**src/rtl/hazard_ctrl_unit.sv**
```systemverilog
// hazard_ctrl_unit
//   Pipeline hazard controller for the five-stage MIPS core. A small FSM
//   (RUN / MEMWAIT / LDSTALL / HALTED) sequences data-cache miss waits,
//   load-use stalls, control-flow flushes and halt. It drives the per-stage
//   latch enables, flushes and the PC write enable, and selects EX operand
//   forwarding. It also keeps a saturating stall-cycle counter and a sticky
//   memory-timeout flag for debug.
//
//   Build option: HAZARD_FWD_EN
//     defined   : EX forwarding active; only load-use hazards stall.
//     undefined : no forwarding (fwdA/fwdB = 00); any RAW match against
//                 IDEX or EXMEM stalls until it clears; LOAD_LAT unused.
//
//   Ports
//     CLK, RST                          clock, synchronous active-high reset
//     ihit, dhit                        instruction / data cache hit
//     mem_ren, mem_wen                  MEM-stage data request
//     mem_halt                          HALT reached MEM
//     branch_flush, jump_flush          control redirect resolved
//     id_rs, id_rt, id_use_rs/rt        ID-stage sources and their use flags
//     idex/exmem/memwb_wsel, _regwr     destination registers and enables
//     idex_memread                      EX-stage instruction is a load
//     ex_rs, ex_rt                      EX-stage sources
//     *_enable, *_flush, pcWEN          pipeline control
//     fwdA, fwdB                        00 regfile, 01 EXMEM, 10 MEMWB
//     halted, mem_timeout, stall_cycles debug / status
module hazard_ctrl_unit #(
  parameter int unsigned REG_AW      = 5,
  parameter int unsigned LOAD_LAT    = 1,
  parameter int unsigned MEM_TIMEOUT = 255,
  parameter int unsigned CNT_W       = 16
) (
  input  logic              CLK,
  input  logic              RST,
  input  logic              ihit,
  input  logic              dhit,
  input  logic              mem_ren,
  input  logic              mem_wen,
  input  logic              mem_halt,
  input  logic              branch_flush,
  input  logic              jump_flush,
  input  logic [REG_AW-1:0] id_rs,
  input  logic [REG_AW-1:0] id_rt,
  input  logic              id_use_rs,
  input  logic              id_use_rt,
  input  logic [REG_AW-1:0] idex_wsel,
  input  logic [REG_AW-1:0] exmem_wsel,
  input  logic [REG_AW-1:0] memwb_wsel,
  input  logic              idex_regwr,
  input  logic              exmem_regwr,
  input  logic              memwb_regwr,
  input  logic              idex_memread,
  input  logic [REG_AW-1:0] ex_rs,
  input  logic [REG_AW-1:0] ex_rt,
  output logic              IFID_enable,
  output logic              IFID_flush,
  output logic              IDEX_enable,
  output logic              IDEX_flush,
  output logic              EXMEM_enable,
  output logic              EXMEM_flush,
  output logic              MEMWB_enable,
  output logic              pcWEN,
  output logic [1:0]        fwdA,
  output logic [1:0]        fwdB,
  output logic              halted,
  output logic              mem_timeout,
  output logic [CNT_W-1:0]  stall_cycles
);

  localparam int unsigned WCNT_W = (MEM_TIMEOUT > 0) ? $clog2(MEM_TIMEOUT + 1) : 1;
  localparam logic [WCNT_W-1:0] WCNT_MAX = WCNT_W'(MEM_TIMEOUT);
  localparam logic [2:0] LD_CNT = 3'(LOAD_LAT - 1);

  typedef enum logic [1:0] {RUN, MEMWAIT, LDSTALL, HALTED} state_t;

  state_t            state, state_nxt;
  logic [2:0]        cnt, cnt_nxt;
  logic [WCNT_W-1:0] wcnt, wcnt_inc;
  logic              miss, flush, hit_idex, hit_exmem, data_stall, ld_enter;
  logic              act_run, act_flush, act_stall;

  assign miss  = (mem_ren | mem_wen) & ~dhit;
  assign flush = branch_flush | jump_flush;

  // A used ID source matches a live, non-zero destination.
  always_comb begin
    hit_idex  = idex_regwr && (idex_wsel != '0) &&
                ((id_use_rs && (id_rs == idex_wsel)) || (id_use_rt && (id_rt == idex_wsel)));
    hit_exmem = exmem_regwr && (exmem_wsel != '0) &&
                ((id_use_rs && (id_rs == exmem_wsel)) || (id_use_rt && (id_rt == exmem_wsel)));
  end

`ifdef HAZARD_FWD_EN
  function automatic logic [1:0] fwd_sel(input logic [REG_AW-1:0] src,
                                         input logic [REG_AW-1:0] em_wsel,
                                         input logic              em_wr,
                                         input logic [REG_AW-1:0] mw_wsel,
                                         input logic              mw_wr);
    if (src == '0)                   return 2'b00;
    if (em_wr && (em_wsel == src))   return 2'b01;
    if (mw_wr && (mw_wsel == src))   return 2'b10;
    return 2'b00;
  endfunction

  assign data_stall = idex_memread & hit_idex;
  assign ld_enter   = (LOAD_LAT > 1);

  always_comb begin
    fwdA = fwd_sel(ex_rs, exmem_wsel, exmem_regwr, memwb_wsel, memwb_regwr);
    fwdB = fwd_sel(ex_rt, exmem_wsel, exmem_regwr, memwb_wsel, memwb_regwr);
  end
`else
  logic unused_nofwd;

  // Without forwarding every RAW against IDEX/EXMEM stalls in RUN until the
  // producer retires past EXMEM, so LDSTALL is never entered.
  assign data_stall   = hit_idex | hit_exmem;
  assign ld_enter     = 1'b0;
  assign fwdA         = 2'b00;
  assign fwdB         = 2'b00;
  assign unused_nofwd = ^{idex_memread, ex_rs, ex_rt, memwb_wsel, memwb_regwr};
`endif

  always_comb begin
    state_nxt    = state;
    cnt_nxt      = cnt;
    act_run      = 1'b0;
    act_flush    = 1'b0;
    act_stall    = 1'b0;
    IFID_enable  = 1'b0;
    IFID_flush   = 1'b0;
    IDEX_enable  = 1'b0;
    IDEX_flush   = 1'b0;
    EXMEM_enable = 1'b0;
    EXMEM_flush  = 1'b0;
    MEMWB_enable = 1'b0;
    pcWEN        = 1'b0;
    halted       = 1'b0;
    wcnt_inc     = (wcnt == WCNT_MAX) ? wcnt : wcnt + WCNT_W'(1);

    unique case (state)
      RUN: begin
        if (mem_halt)        state_nxt = HALTED;
        else if (miss)       state_nxt = MEMWAIT;
        else if (flush)      act_flush = 1'b1;
        else if (data_stall) begin
          act_stall = 1'b1;
          if (ld_enter) begin
            state_nxt = LDSTALL;
            cnt_nxt   = LD_CNT;
          end
        end
        else                 act_run = 1'b1;
      end
      LDSTALL: begin
        if (mem_halt)   state_nxt = HALTED;
        else if (flush) begin
          act_flush = 1'b1;
          state_nxt = RUN;
        end
        else begin
          act_stall = 1'b1;
          cnt_nxt   = cnt - 3'd1;
          if (cnt == 3'd1) state_nxt = RUN;
        end
      end
      MEMWAIT: begin
        if (mem_halt)  state_nxt = HALTED;
        else if (dhit) begin
          // Retire the missing access into MEMWB and bubble EXMEM behind it.
          EXMEM_enable = 1'b1;
          MEMWB_enable = 1'b1;
          EXMEM_flush  = 1'b1;
          state_nxt    = RUN;
        end
      end
      HALTED: halted = 1'b1;
    endcase

    if (act_run | act_flush | act_stall) begin
      IDEX_enable  = ihit;
      EXMEM_enable = ihit;
      MEMWB_enable = ihit;
    end
    if (act_run | act_flush) begin
      IFID_enable = ihit;
      pcWEN       = ihit;
    end
    if (act_flush) begin
      IFID_flush = 1'b1;
      IDEX_flush = 1'b1;
    end
    if (act_stall) IDEX_flush = 1'b1;
  end

  always_ff @(posedge CLK) begin
    if (RST) begin
      state        <= RUN;
      cnt          <= '0;
      wcnt         <= '0;
      mem_timeout  <= 1'b0;
      stall_cycles <= '0;
    end else begin
      state <= state_nxt;
      cnt   <= cnt_nxt;
      if (state == MEMWAIT) begin
        wcnt <= wcnt_inc;
        if (wcnt_inc == WCNT_MAX) mem_timeout <= 1'b1;
      end else begin
        wcnt <= '0;
      end
      if (!pcWEN && (state != HALTED) && (stall_cycles != '1))
        stall_cycles <= stall_cycles + CNT_W'(1);
    end
  end

endmodule

```
**config.mk**
```make
export PLATFORM = sky130hd
export DESIGN_NAME = hazard_ctrl_unit
export DESIGN_NICKNAME = d
export VERILOG_FILES = /design/src/rtl/hazard_ctrl_unit.sv
export SDC_FILE = /design/constraint.sdc
export NUM_CORES = 1
export LEC_CHECK = 0
export BUFFER_PORTS_ARGS = -buffer_cell sky130_fd_sc_hd__buf_4
export CORE_MARGIN = 4
export CORE_UTILIZATION = 30
export DETAILED_ROUTE_END_ITERATION = 7
export PLACE_DENSITY_LB_ADDON = 0.3
export SKIP_LAST_GASP = 1
export SLEW_MARGIN = 20
export SYNTH_ARGS = -nofsm -noshare
export SYNTH_HDL_FRONTEND = slang
export SYNTH_SLANG_ARGS = --single-unit
```
**constraint.sdc**
```tcl
create_clock -name CLK -period 4.4 [get_ports CLK]
set_input_delay 0.44 -clock CLK [delete_from_list [all_inputs] [get_ports CLK]]
set_output_delay 0.44 -clock CLK [all_outputs]
set_load 0.02 [all_outputs]
```
---- Yosys cells after proc, flatten, opt, wreduce, memory -nomap -nowiden ----
Cells that the tools add are included.
word-level totals
  input port bits ......................... 50
  logic and storage cells ................. 89
  flip-flop bits (word level) ............. 30
  output and inout bits ................... 30
operators by class
  bitwise operators ....................... 10
  reductions and logical operators ........ 21
  equality and inequality tests ........... 15
  $add $sub $neg .......................... 3
  mux-type cells .......................... 35
operator list
  cell                     count
  $mux W1                  24
  $eq A5 B5 Y1             4
  $add A16 B1 Y16 const B  1
  $eq A8 B8 Y1 const B     2
  $ne A16 B16 Y1 const B   1
  $mux W2                  7
  $logic_and A1 B1 Y1      10
  $reduce_bool A5 Y1       2
  $add A8 B1 Y8 const B    1
  $mux W8                  1
  $ne A3 B3 Y1 const B     2
  $pmux W2 S3              1
  $or A1 B1 Y1             5
  $eq A2 B2 Y1 const B     2
  $ne A4 B4 Y1 const B     1
  $not A1 Y1               4
  $pmux W1 S2              2
  $reduce_and A4 Y1        1
  $eq A3 B1 Y1 const B     1
  $reduce_and A3 Y1        1
  $reduce_bool A3 Y1       1
  $sub A3 B1 Y3 const B    1
  $eq A2 B1 Y1 const B     1
  $logic_not A2 Y1         1
  6 further kinds          7

---- Depth between registers and ports, before layout ----
Gate-level depths: netlist (run 1).
  depth after elaboration ................. 15
  depth in mapped cells ................... 10
  depth with buffers taken out ............ 9

---- Worst setup path before layout (run 1) ----
Ideal clock, no wire load.
  path type ............................... reg-to-reg
  start point ............................. reg state[0]
  end point ............................... reg stall_cycles[13]
  setup slack ............................. 1.987 ns
  period minus slack after synthesis ...... 2.413 ns
  setup time .............................. 0.123 ns
  arrival time ............................ 2.290 ns
  buffers on the path ..................... 1
  stages on the path, launching flop included .. 11
  required time ........................... 4.277 ns
  cells stage by stage .................... dfxtp_1 -> inv_1 -> ha_1 -> nor2b_1 -> o21ai_1 -> a21oi_1 -> a21oi_1 -> o41ai_2 -> buf_6 -> nor4_1 -> mux2_1
between the ends
  cells in the longest elaborated chain, start to end .. 7
  elaborated cells on any way between the ends .. 10
  classes of those cells .................. eq/ne: 2; mux: 3; bitwise: 1; reduce/logical: 4
ends and longest elaborated chain
  item                                              line  text
  start, declared                                   76    state_t state, state_nxt;
  start signal, assigned                            204   state <= state_nxt;
  $eq A2 B2 Y1 or $logic_not A2 Y1 (tied branches)  141   unique case (state)
  $pmux W1 S2 or $mux W1 (tied branches)            141
  $or A1 B1 Y1                                      185   if (act_run | act_flush) begin
  $mux W1                                           185
  $logic_not A1 Y1                                  212   if (!pcWEN && (state != HALTED) && (stall_cycles != '1))
  $logic_and A1 B1 Y1 (*) (2 in series)             212
  end signal, assigned                              213   stall_cycles <= stall_cycles + CNT_W'(1);
  end, declared                                     67    output logic [CNT_W-1:0] stall_cycles
Mark *: on every way between the ends. The rest lies on a longest branch, timed or not.
A chain may end at the register's enable or synchronous reset.

---- Worst setup path after layout (run 1) ----
Same ends and word-level chain as after synthesis.

==> results of run 1 <==
[registers in the layout, indices dropped and copies added, names as in the netlist]
name	flops
cnt	3
state	2
wcnt	8
mem_timeout	1
stall_cycles	16
[cell type report]
| type | instances | area (um2) |
|---|---|---|
| multi-input combinational | 202 | 1360 |
| timing repair buffer | 59 | 443 |
| inverter | 11 | 41.3 |
| sequential | 30 | 601 |
| clock buffer | 7 | 86.3 |
| tap | 80 | 100 |
| clock inverter | 1 | 5.00 |
| fill | 691 | 4120 |
[logic make-up after synthesis]
kind of cell,after synthesis,share of synthesized area (%)
AND/OR/NAND/NOR,116,30.0
AO/OA/AOI/OAI,34,10.6
flip-flops,30,29.0
XOR/XNOR,24,10.2
buffers and inverters,24,5.99
multiplexers,15,8.59
adder cells (fa/ha/maj),9,5.44
other,1,0.181
[where the power goes]
| part | switching, mW | internal, mW |
|---|---|---|
| clock | 0.105 | 0.126 |
| sequential | 0.0111 | 0.281 |
| combinational | 0.0832 | 0.0690 |
[critical path, cell delays in order (launching register included)]
cell	delay, ps
sky130_fd_sc_hd__dfxtp_1	380
sky130_fd_sc_hd__inv_1	100
sky130_fd_sc_hd__ha_1	190
sky130_fd_sc_hd__nor2b_1	120
sky130_fd_sc_hd__o21ai_1	280
sky130_fd_sc_hd__a21oi_1	190
sky130_fd_sc_hd__a21oi_1	210
sky130_fd_sc_hd__o41ai_2	90
sky130_fd_sc_hd__buf_4	220
sky130_fd_sc_hd__nor4_1	320
sky130_fd_sc_hd__mux2_1	350
[worst max path at each step]
stage,startpoint,end,slack (ps),cells past startpoint
4_1_cts,state[0],stall_cycles[8],1820,10
5_1_grt,state[1],stall_cycles[13],1560,10
3_3_place_gp,state[0],stall_cycles[13],1810,10
3_5_place_dp,idex_wsel[4],stall_cycles[8],1840,9
2_1_floorplan,state[0],stall_cycles[13],1990,10
6_report,state[0],stall_cycles[13],1830,10
[through the flow]
step / power (mW) / area (um2) / setup WS, ps
5_1_grt: 0.715 / 2630 / 1560
2_1_floorplan: 0.392 / 2080 / 1990
3_3_place_gp: 0.449 / 2540 / 1810
6_report: 0.676 / 2630 / 1830
4_1_cts: 0.683 / 2630 / 1820
3_5_place_dp: 0.451 / 2540 / 1840
[cell usage in the layout (no fill, tap or decap), drive strengths merged, types with 2 or more instances in the layout]
cell type / n
a211oi: 2
a21oi: 9
and2: 2
and3: 5
buf: 59
clkbuf: 7
conb: 4
dfxtp: 30
ha: 9
inv: 11
mux2: 10
mux2i: 5
nand2: 17
nand2b: 3
nand3: 15
nand4: 4
nor2: 33
nor2b: 11
nor3: 7
nor3b: 2
nor4: 6
o211ai: 2
o21ai: 12
o41ai: 2
or3: 4
or4: 4
xnor2: 7
xor2: 17
[metal layers]
metal	wire, um	share of wire, %
met2	2430	50
met3	145	3.0
met5	0	0
met1	2200	45
met4	81	1.7
==> metrics.txt, run 1 <==
# TYPE chip_impl_metric gauge
chip_impl_metric{name="reg2reg_setup_slack",unit="ps"} 1830
chip_impl_metric{name="count_of_synthesis_stage_warnings_from_yosys",unit=""} 0
chip_impl_metric{name="crit_path_max_fanout",unit=""} 20
chip_impl_metric{name="ant_nets",unit=""} 0
chip_impl_info{name="grt_setup_unrepaired",value="false"} 1
chip_impl_metric{name="required",unit="ps"} 4570
chip_impl_metric{name="maxClockFrequency",unit="MHz"} 389
chip_impl_metric{name="via_count",unit=""} 1892
chip_impl_metric{name="hold_path_depth",unit=""} 3
chip_impl_metric{name="port_buffers",unit=""} 58
chip_impl_metric{name="synth-async-reset-ratio",unit="%"} 0
chip_impl_metric{name="synth_top_cell_area_share",unit="%"} 29.0
chip_impl_metric{name="cts_clk_pin_slew_worst_paths",unit="ps"} 60
chip_impl_info{name="crit-reg2reg-capture",value="stall_cycles[13]"} 1
chip_impl_metric{name="postCtsSetupRepairBufs",unit=""} 0
chip_impl_metric{name="fin_tns_setup",unit="ps"} 0
chip_impl_metric{name="wire_per_inst",unit="um"} 12.4
chip_impl_info{name="post-synth-top-count-cell",value="sky130_fd_sc_hd__nor2_1"} 1
chip_impl_metric{name="total_nets_final",unit=""} 368
chip_impl_metric{name="globalRouteTotalUtil",unit="%"} 12.0
chip_impl_metric{name="number_of_global_route_vias_before_repair",unit=""} 1792
chip_impl_metric{name="routabilityCongestion",unit=""} 0.845
chip_impl_metric{name="clock_insertion_delay_worst_skew",unit="ps"} 280
chip_impl_metric{name="final-setup-viol-count",unit=""} 0
chip_impl_metric{name="clock_skew",unit="ps"} 5.09
chip_impl_metric{name="peak_vdd_ir",unit="mV"} 0.160
chip_impl_info{name="ys.flop_type",value="sky130_fd_sc_hd__dfxtp_1"} 1
chip_impl_metric{name="count_of_pins_over_their_slew_limit",unit=""} 0
chip_impl_info{name="synth.cells.most_frequent",value="sky130_fd_sc_hd__nor2_1, sky130_fd_sc_hd__dfxtp_1, sky130_fd_sc_hd__nand2_1, sky130_fd_sc_hd__xor2_1, sky130_fd_sc_hd__nand3_1"} 1
chip_impl_metric{name="global_route_wire_length_before_repair",unit="um"} 8240
chip_impl_info{name="run_status",value="finished clean"} 1
chip_impl_metric{name="ctsLongestPathBuffers",unit=""} 2
chip_impl_info{name="root_buffer",value="sky130_fd_sc_hd__clkbuf_8"} 1
chip_impl_metric{name="power-per-cell-area",unit="mW/mm2"} 257
chip_impl_metric{name="numPlacedInstances",unit=""} 382
chip_impl_metric{name="synth_seq_cells",unit=""} 30
chip_impl_info{name="setup.worst_path.start_class",value="flop"} 1
chip_impl_info{name="synth.top_cells.by_area",value="sky130_fd_sc_hd__dfxtp_1, sky130_fd_sc_hd__xor2_1, sky130_fd_sc_hd__nor2_1"} 1
chip_impl_metric{name="area_delta_synth_final",unit="%"} 27.2
chip_impl_metric{name="timing.final.crit_share",unit="%"} 58.4
chip_impl_metric{name="cts.htree.levels",unit=""} 2
chip_impl_info{name="origin_of_the_worst_min_delay_path",value="mem_halt"} 1
chip_impl_metric{name="detail_route.iter0.violations",unit=""} 64
chip_impl_metric{name="initial_core_util",unit="%"} 30.6
chip_impl_metric{name="worst_pin_slew",unit="ps"} 595
chip_impl_metric{name="avgSynthCellArea",unit="um2"} 8.18
chip_impl_metric{name="floorplan.io_pins",unit=""} 80
chip_impl_metric{name="period_needed",unit="ps"} 2570
chip_impl_metric{name="global_route_total_overflow",unit=""} 0
chip_impl_metric{name="reg2regPathDepth",unit=""} 10
chip_impl_info{name="critPathKind",value="flop to flop"} 1
chip_impl_metric{name="drcViolationCount",unit=""} 0
chip_impl_metric{name="post_synth_inst_count",unit=""} 253
chip_impl_metric{name="antenna_violations_before_repair",unit=""} 0
chip_impl_metric{name="via_density",unit=""} 4.85
chip_impl_info{name="endpoint_kind",value="flop"} 1
chip_impl_metric{name="cts_buffers",unit=""} 5
chip_impl_metric{name="grt_use_met1",unit="%"} 14.8
chip_impl_metric{name="cellLeakagePower",unit="nW"} 1.13
chip_impl_metric{name="layout-drive-gt1-share",unit="%"} 24.5
chip_impl_metric{name="synth_enable_flop_cells",unit=""} 0
chip_impl_info{name="holdCritPathClass",value="primary input to flop"} 1
chip_impl_metric{name="die_height",unit="um"} 91.1
chip_impl_metric{name="cp.arrival",unit="ps"} 2740
chip_impl_metric{name="number_of_resized_instances_in_the_post_cts_repair_step",unit=""} 0
chip_impl_metric{name="clk_sink_count",unit=""} 30
chip_impl_metric{name="floorplan.die.width",unit="um"} 91.1
chip_impl_metric{name="finalWirelength",unit="um"} 4850
chip_impl_metric{name="floorplan.core_area",unit="mm2"} 0.00676
chip_impl_info{name="worstReg2RegStart",value="state[0]"} 1
chip_impl_metric{name="pin_count_of_the_biggest_net_entering_global_routing",unit=""} 33
chip_impl_metric{name="grt_use_met3",unit="%"} 2.57
chip_impl_metric{name="hold_buffers",unit=""} 0
chip_impl_info{name="worstHoldEndpoint",value="state[1]"} 1
chip_impl_info{name="peak_usage_layer_in_the_global_routing_report",value="met2"} 1
chip_impl_metric{name="gr-usage-met2",unit="%"} 20.4
chip_impl_metric{name="whs",unit="ps"} 466
chip_impl_metric{name="report.final.hold_viol_count",unit=""} 0
chip_impl_metric{name="floorplan.rows",unit=""} 30
chip_impl_metric{name="die-area",unit="mm2"} 0.00829
chip_impl_metric{name="timing.max_slew.rel_slack",unit="%"} 60.1
chip_impl_metric{name="syn_area",unit="mm2"} 0.00207
chip_impl_metric{name="fin_util",unit="%"} 39.0
chip_impl_metric{name="total_iterations_of_the_first_detailed_routing_run",unit=""} 4
chip_impl_metric{name="netlist-cell-type-count",unit=""} 46
chip_impl_info{name="cts_tree",value="yes"} 1
chip_impl_metric{name="detailed_place_hpwl",unit="um"} 3820
chip_impl_metric{name="antenna_cells",unit=""} 0
chip_impl_metric{name="yosysSeqAreaShare",unit="%"} 29.0
chip_impl_metric{name="cap_viol_max_count",unit=""} 0
chip_impl_metric{name="final_cell_count_no_fill",unit=""} 390
chip_impl_info{name="synth_top_area_cell",value="sky130_fd_sc_hd__dfxtp_1"} 1
No activity file was read; power rests on OpenSTA's default activity.
==> run 2, diff against run 1 <==
clock period = 2.2 ns   (was 4.4 ns; I/O delays follow)
==> run 2 against run 1 <==
Compared with the run above:
- cell count up 4.6%
- via count up 3.0%
- count of clock-buffer cells in the layout down 1
- clock skew up 0.86 ps
- critical path type unchanged
- sequential share of layout area down 1.6 points
- combinational power up 140%
- flip-flop and latch count unchanged
- worst hold slack worse by 240 ps
- non-clock buffer count up 20
- wire length up 3.2%
==> metrics.txt, run 2 (synthesis results as in run 1) <==
# TYPE chip_impl_metric gauge
chip_impl_metric{name="required",unit="ps"} 2370
chip_impl_metric{name="final-setup-viol-count",unit=""} 0
chip_impl_metric{name="floorplan.io_pins",unit=""} 80
chip_impl_info{name="final_common_cell",value="sky130_fd_sc_hd__buf_4"} 1
chip_impl_metric{name="cap_viol_max_count",unit=""} 0
chip_impl_metric{name="die_height",unit="um"} 91.1
chip_impl_metric{name="globalRouteTotalUtil",unit="%"} 12.1
chip_impl_metric{name="pin_count_of_the_biggest_net_entering_global_routing",unit=""} 33
chip_impl_metric{name="detail_route.iter0.violations",unit=""} 46
chip_impl_info{name="grt_setup_unrepaired",value="true"} 1
chip_impl_metric{name="count_of_pins_over_their_slew_limit",unit=""} 0
chip_impl_metric{name="clk_sink_count",unit=""} 30
chip_impl_metric{name="wire_per_inst",unit="um"} 12.3
chip_impl_info{name="reg_top3",value="stall_cycles: 16 flops, wcnt: 8 flops, cnt: 3 flops"} 1
chip_impl_metric{name="maxClockFrequency",unit="MHz"} 477
chip_impl_metric{name="clock_insertion_delay_worst_skew",unit="ps"} 280
chip_impl_metric{name="timing.final.crit_share",unit="%"} 95.3
chip_impl_info{name="layout.cells.most_common_list",value="sky130_fd_sc_hd__buf_4, sky130_fd_sc_hd__nor2_1, sky130_fd_sc_hd__dfxtp_1"} 1
chip_impl_metric{name="period_needed",unit="ps"} 2100
chip_impl_metric{name="antenna_cells",unit=""} 0
chip_impl_metric{name="setup_ws_final",unit="ps"} 103
chip_impl_metric{name="whs",unit="ps"} 222
chip_impl_metric{name="die-area",unit="mm2"} 0.00829
chip_impl_metric{name="numPlacedInstances",unit=""} 400
chip_impl_metric{name="final_cell_count_no_fill",unit=""} 408
chip_impl_metric{name="cts_clk_pin_slew_worst_paths",unit="ps"} 60
chip_impl_metric{name="cts.htree.levels",unit=""} 2
chip_impl_metric{name="floorplan.rows",unit=""} 30
chip_impl_info{name="cts_tree",value="yes"} 1
chip_impl_info{name="root_buffer",value="sky130_fd_sc_hd__clkbuf_8"} 1
chip_impl_metric{name="clock_skew",unit="ps"} 5.94
chip_impl_metric{name="final_design_area_no_fill",unit="mm2"} 0.00283
chip_impl_metric{name="global_route_total_overflow",unit=""} 0
chip_impl_metric{name="antenna_violations_before_repair",unit=""} 0
chip_impl_metric{name="largest_reg_flops",unit=""} 16
chip_impl_metric{name="port_buffers",unit=""} 58
chip_impl_metric{name="ctsLongestPathBuffers",unit=""} 2
chip_impl_metric{name="cellLeakagePower",unit="nW"} 1.24
chip_impl_metric{name="drcViolationCount",unit=""} 0
chip_impl_metric{name="floorplan.die.width",unit="um"} 91.1
chip_impl_metric{name="number_of_global_route_vias_before_repair",unit=""} 1831
chip_impl_metric{name="report.final.hold_viol_count",unit=""} 0
chip_impl_info{name="critPathKind",value="flop to flop"} 1
chip_impl_metric{name="report.power.total",unit="mW"} 1.37
chip_impl_metric{name="routabilityCongestion",unit=""} 0.825
chip_impl_metric{name="floorplan.core_area",unit="mm2"} 0.00676
chip_impl_info{name="setup.worst_path.start_class",value="flop"} 1
chip_impl_metric{name="ant_nets",unit=""} 0
chip_impl_metric{name="initial_core_util",unit="%"} 30.6
chip_impl_metric{name="finalWirelength",unit="um"} 5010
chip_impl_metric{name="detailed_place_hpwl",unit="um"} 3860
chip_impl_metric{name="fin_tns_setup",unit="ps"} 0
chip_impl_metric{name="cts_buffers",unit=""} 5
chip_impl_metric{name="fin_util",unit="%"} 41.8
chip_impl_metric{name="total_nets_final",unit=""} 388
chip_impl_metric{name="placement.setup.worst_slack",unit="ps"} -110
chip_impl_metric{name="hold_buffers",unit=""} 0
chip_impl_metric{name="global_route_wire_length_before_repair",unit="um"} 8290
chip_impl_info{name="run_status",value="finished clean"} 1
chip_impl_metric{name="crit_path_max_fanout",unit=""} 14
chip_impl_metric{name="layout-drive-gt1-share",unit="%"} 31.1
chip_impl_metric{name="total_iterations_of_the_first_detailed_routing_run",unit=""} 4
chip_impl_metric{name="via_density",unit=""} 4.78
chip_impl_metric{name="peak_vdd_ir",unit="mV"} 0.204
chip_impl_info{name="holdCritPathClass",value="primary input to flop"} 1
chip_impl_metric{name="cp.arrival",unit="ps"} 2270
chip_impl_metric{name="area_delta_synth_final",unit="%"} 36.6
chip_impl_info{name="endpoint_kind",value="flop"} 1
chip_impl_metric{name="power-per-cell-area",unit="mW/mm2"} 485
chip_impl_info{name="registers.top_by_ff_count",value="stall_cycles"} 1
chip_impl_metric{name="dpl-instance-area",unit="mm2"} 0.00270
chip_impl_metric{name="via_count",unit=""} 1949
run 2: changes by cell type in the layout (fill, tap and decap cells not counted), moves of 2 or more:
cell | before | now
sky130_fd_sc_hd__nor4_2 | 0 | 2
sky130_fd_sc_hd__a21oi_1 | 8 | 6
sky130_fd_sc_hd__nor4_1 | 6 | 4
sky130_fd_sc_hd__a21oi_2 | 1 | 3
sky130_fd_sc_hd__nor3_1 | 6 | 4
sky130_fd_sc_hd__buf_4 | 59 | 78
run 2: worst paths after layout:
| path | startpoint | endpoint | slack, ps | cells past startpoint |
|---|---|---|---|---|
| worst max-delay path | state[0] | stall_cycles[7] | 100 | 11 |
| worst min-delay path | mem_halt | state[1] | 220 | 3 |
| worst max register to register | state[0] | stall_cycles[7] | 100 | 11 |
| worst min register to register | mem_timeout | mem_timeout | 490 | 2 |
run 2: cell type report:
cell class / count / area (um2)
Fill cell: 705 / 3930
Tap cell: 80 / 100
Multi-Input combinational cell: 202 / 1400
Inverter: 11 / 41.3
Timing Repair Buffer: 79 / 606
Clock buffer: 6 / 82.6
Sequential cell: 30 / 601
run 2: power breakdown:
group	leakage, nW	internal (mW)	total [mW]	switching [mW]
Clock	0.0431	0.241	0.431	0.190
Sequential	0.243	0.563	0.579	0.0168
Combinational	0.949	0.176	0.360	0.184
run 2: metal layers:
layer  global-route usage, %  share of wire [%]  vias to the layer above
met2                    19.9                 48                       33
met1                    15.1                 46                      884
li1                        -                  -                     1022
met4                    4.02                2.0                        0
met3                    3.65                3.8                       10
met5                       0                  0                        -
run 2: worst max-delay path, cell delays in order (launching register included):
cell and delay, ps:
sky130_fd_sc_hd__dfxtp_1 330, sky130_fd_sc_hd__inv_1 70, sky130_fd_sc_hd__ha_1 180, sky130_fd_sc_hd__nor2b_1 130, sky130_fd_sc_hd__o21ai_2 100, sky130_fd_sc_hd__a21oi_2 110, sky130_fd_sc_hd__a21oi_2 160, sky130_fd_sc_hd__o41ai_2 110
sky130_fd_sc_hd__buf_12 160, sky130_fd_sc_hd__buf_4 150, sky130_fd_sc_hd__nor3_4 160, sky130_fd_sc_hd__mux2_1 320
run 2: repair_timing:
item	in CTS	in global routing
resized for setup	0	6
setup endpoints to repair	0	5
setup buffers	0	2
==> run 3, diff against run 2 <==
CAP_MARGIN = 20   (was not set)
CORE_ASPECT_RATIO = 1.75   (was not set)
==> run 3 against run 2 <==
Compared with the run above:
- critical endpoint is now stall_cycles[13]
- critical path depth shrank 1
- sequential power about the same
- clock skew shrank 3.5 ps
- via count is 7.6% higher
- largest power group is now the clock network
==> metrics.txt, run 3 (synthesis results as in run 1) <==
# TYPE chip_impl_metric gauge
chip_impl_info{name="run_status",value="finished clean"} 1
chip_impl_metric{name="report.final.hold_viol_count",unit=""} 0
chip_impl_metric{name="die_height",unit="um"} 118
chip_impl_metric{name="period_needed",unit="ps"} 2100
chip_impl_metric{name="count_of_pins_over_their_slew_limit",unit=""} 0
chip_impl_info{name="reg_top3",value="stall_cycles: 16 flops, wcnt: 8 flops, cnt: 3 flops"} 1
chip_impl_metric{name="cts_clk_pin_slew_worst_paths",unit="ps"} 50
chip_impl_metric{name="final-setup-viol-count",unit=""} 0
chip_impl_metric{name="ctsLongestPathBuffers",unit=""} 2
chip_impl_metric{name="antenna_violations_before_repair",unit=""} 0
chip_impl_metric{name="via_count",unit=""} 2098
chip_impl_metric{name="floorplan.core_area",unit="mm2"} 0.00664
chip_impl_metric{name="clock_insertion_delay_worst_skew",unit="ps"} 280
chip_impl_metric{name="global_route_wire_length_before_repair",unit="um"} 9160
chip_impl_metric{name="crit_path_max_fanout",unit=""} 7
chip_impl_metric{name="largest_reg_flops",unit=""} 16
chip_impl_metric{name="cts.htree.levels",unit=""} 2
chip_impl_metric{name="area_delta_synth_final",unit="%"} 42.2
chip_impl_metric{name="initial_core_util",unit="%"} 31.2
chip_impl_metric{name="placement.setup.worst_slack",unit="ps"} -181
chip_impl_metric{name="die-area",unit="mm2"} 0.00834
chip_impl_metric{name="floorplan.die.width",unit="um"} 70.8
chip_impl_metric{name="floorplan.io_pins",unit=""} 80
chip_impl_info{name="critPathKind",value="flop to flop"} 1
chip_impl_metric{name="finalWirelength",unit="um"} 5670
chip_impl_metric{name="detail_route.iter0.violations",unit=""} 56
chip_impl_metric{name="cellLeakagePower",unit="nW"} 1.30
chip_impl_metric{name="timing.final.crit_share",unit="%"} 95.3
chip_impl_metric{name="cap_viol_max_count",unit=""} 0
chip_impl_info{name="endpoint_kind",value="flop"} 1
chip_impl_metric{name="cp.arrival",unit="ps"} 2260
chip_impl_metric{name="floorplan.rows",unit=""} 39
chip_impl_metric{name="antenna_cells",unit=""} 0
chip_impl_metric{name="port_buffers",unit=""} 58
chip_impl_metric{name="hold_buffers",unit=""} 0
chip_impl_metric{name="maxClockFrequency",unit="MHz"} 477
chip_impl_metric{name="globalRouteTotalUtil",unit="%"} 13.6
chip_impl_metric{name="setup_ws_final",unit="ps"} 103
chip_impl_metric{name="required",unit="ps"} 2360
chip_impl_metric{name="total_nets_final",unit=""} 394
chip_impl_metric{name="number_of_global_route_vias_before_repair",unit=""} 2062
chip_impl_metric{name="ant_nets",unit=""} 0
chip_impl_metric{name="total_iterations_of_the_first_detailed_routing_run",unit=""} 4
chip_impl_metric{name="peak_vdd_ir",unit="mV"} 0.481
chip_impl_info{name="grt_setup_unrepaired",value="true"} 1
chip_impl_info{name="holdCritPathClass",value="primary input to flop"} 1
chip_impl_info{name="layout.cells.most_common_list",value="sky130_fd_sc_hd__buf_4, sky130_fd_sc_hd__nor2_1, sky130_fd_sc_hd__dfxtp_1"} 1
chip_impl_metric{name="wire_per_inst",unit="um"} 13.6
chip_impl_metric{name="clk_sink_count",unit=""} 30
chip_impl_info{name="cts_tree",value="yes"} 1
chip_impl_metric{name="pin_count_of_the_biggest_net_entering_global_routing",unit=""} 33
chip_impl_metric{name="detailed_place_hpwl",unit="um"} 4400
chip_impl_metric{name="drcViolationCount",unit=""} 0
chip_impl_info{name="setup.worst_path.start_class",value="flop"} 1
chip_impl_metric{name="layout-drive-gt1-share",unit="%"} 33.3
chip_impl_info{name="final_common_cell",value="sky130_fd_sc_hd__buf_4"} 1
chip_impl_metric{name="fin_tns_setup",unit="ps"} 0
chip_impl_metric{name="via_density",unit=""} 5.02
chip_impl_metric{name="cts_buffers",unit=""} 5
chip_impl_metric{name="routabilityCongestion",unit=""} 0.949
chip_impl_info{name="root_buffer",value="sky130_fd_sc_hd__clkbuf_16"} 1
chip_impl_metric{name="power-per-cell-area",unit="mW/mm2"} 562
chip_impl_metric{name="global_route_total_overflow",unit=""} 0
chip_impl_metric{name="clock_skew",unit="ps"} 2.42
chip_impl_info{name="registers.top_by_ff_count",value="stall_cycles"} 1
-- run 3: timing repair --
item,4_1_cts,5_1_grt
resized for setup,0,15
endpoints found under the setup margin,0,12
setup buffers,0,4
-- run 3: worst paths after layout --
check	start	endpoint	slack [ps]	cells after the start
min	mem_halt	state[1]	250	3
min reg2reg	mem_timeout	mem_timeout	490	2
max	state[0]	stall_cycles[13]	100	10
max reg2reg	state[0]	stall_cycles[13]	100	10
-- run 3: worst max-delay path, stage by stage, from the launching register on --
cell and delay [ps]:
sky130_fd_sc_hd__dfxtp_1 330, sky130_fd_sc_hd__inv_2 50, sky130_fd_sc_hd__ha_1 190, sky130_fd_sc_hd__nor2b_4 120, sky130_fd_sc_hd__o21ai_2 100, sky130_fd_sc_hd__a21oi_2 110
sky130_fd_sc_hd__a21oi_2 170, sky130_fd_sc_hd__o41ai_4 110, sky130_fd_sc_hd__buf_6 160, sky130_fd_sc_hd__nor4_2 270, sky130_fd_sc_hd__mux2_1 350
-- run 3: layout make-up --
cell class | instances | area (um2)
clock buffer | 7 | 143
clock inverter | 1 | 5.00
fill | 708 | 3690
inverter | 11 | 41.3
multi-input combinational | 202 | 1410
sequential | 30 | 602
tap | 82 | 103
timing repair buffer | 85 | 642
-- run 3: per-stage QoR --
step                hold slack [ps]  cells  power (mW)  util (%)  instance area (um2)
global route                    267    418        1.73      44.3                 2940
finish                          246    418        1.65      44.3                 2940
CTS                             222    413        1.65      43.0                 2860
global placement                481    405       0.943      40.8                 2710
detailed placement              471    405       0.946      40.8                 2710
floorplan                       364    256       0.786         -                 2090
-- run 3: report_power, final --
group | switching [mW] | leakage (nW) | internal (mW)
Sequential | 0.0171 | 0.243 | 0.563
Combinational | 0.195 | 0.986 | 0.189
Clock | 0.241 | 0.0739 | 0.448
-- run 3: metal layers --
metal / track usage, % / vias to the layer above / wire length (um)
met5: 0 / - / 0
met4: 7.29 / 0 / 207
met3: 3.08 / 14 / 384
met2: 24.8 / 77 / 2990
met1: 13.8 / 975 / 2090
li1: - / 1032 / -
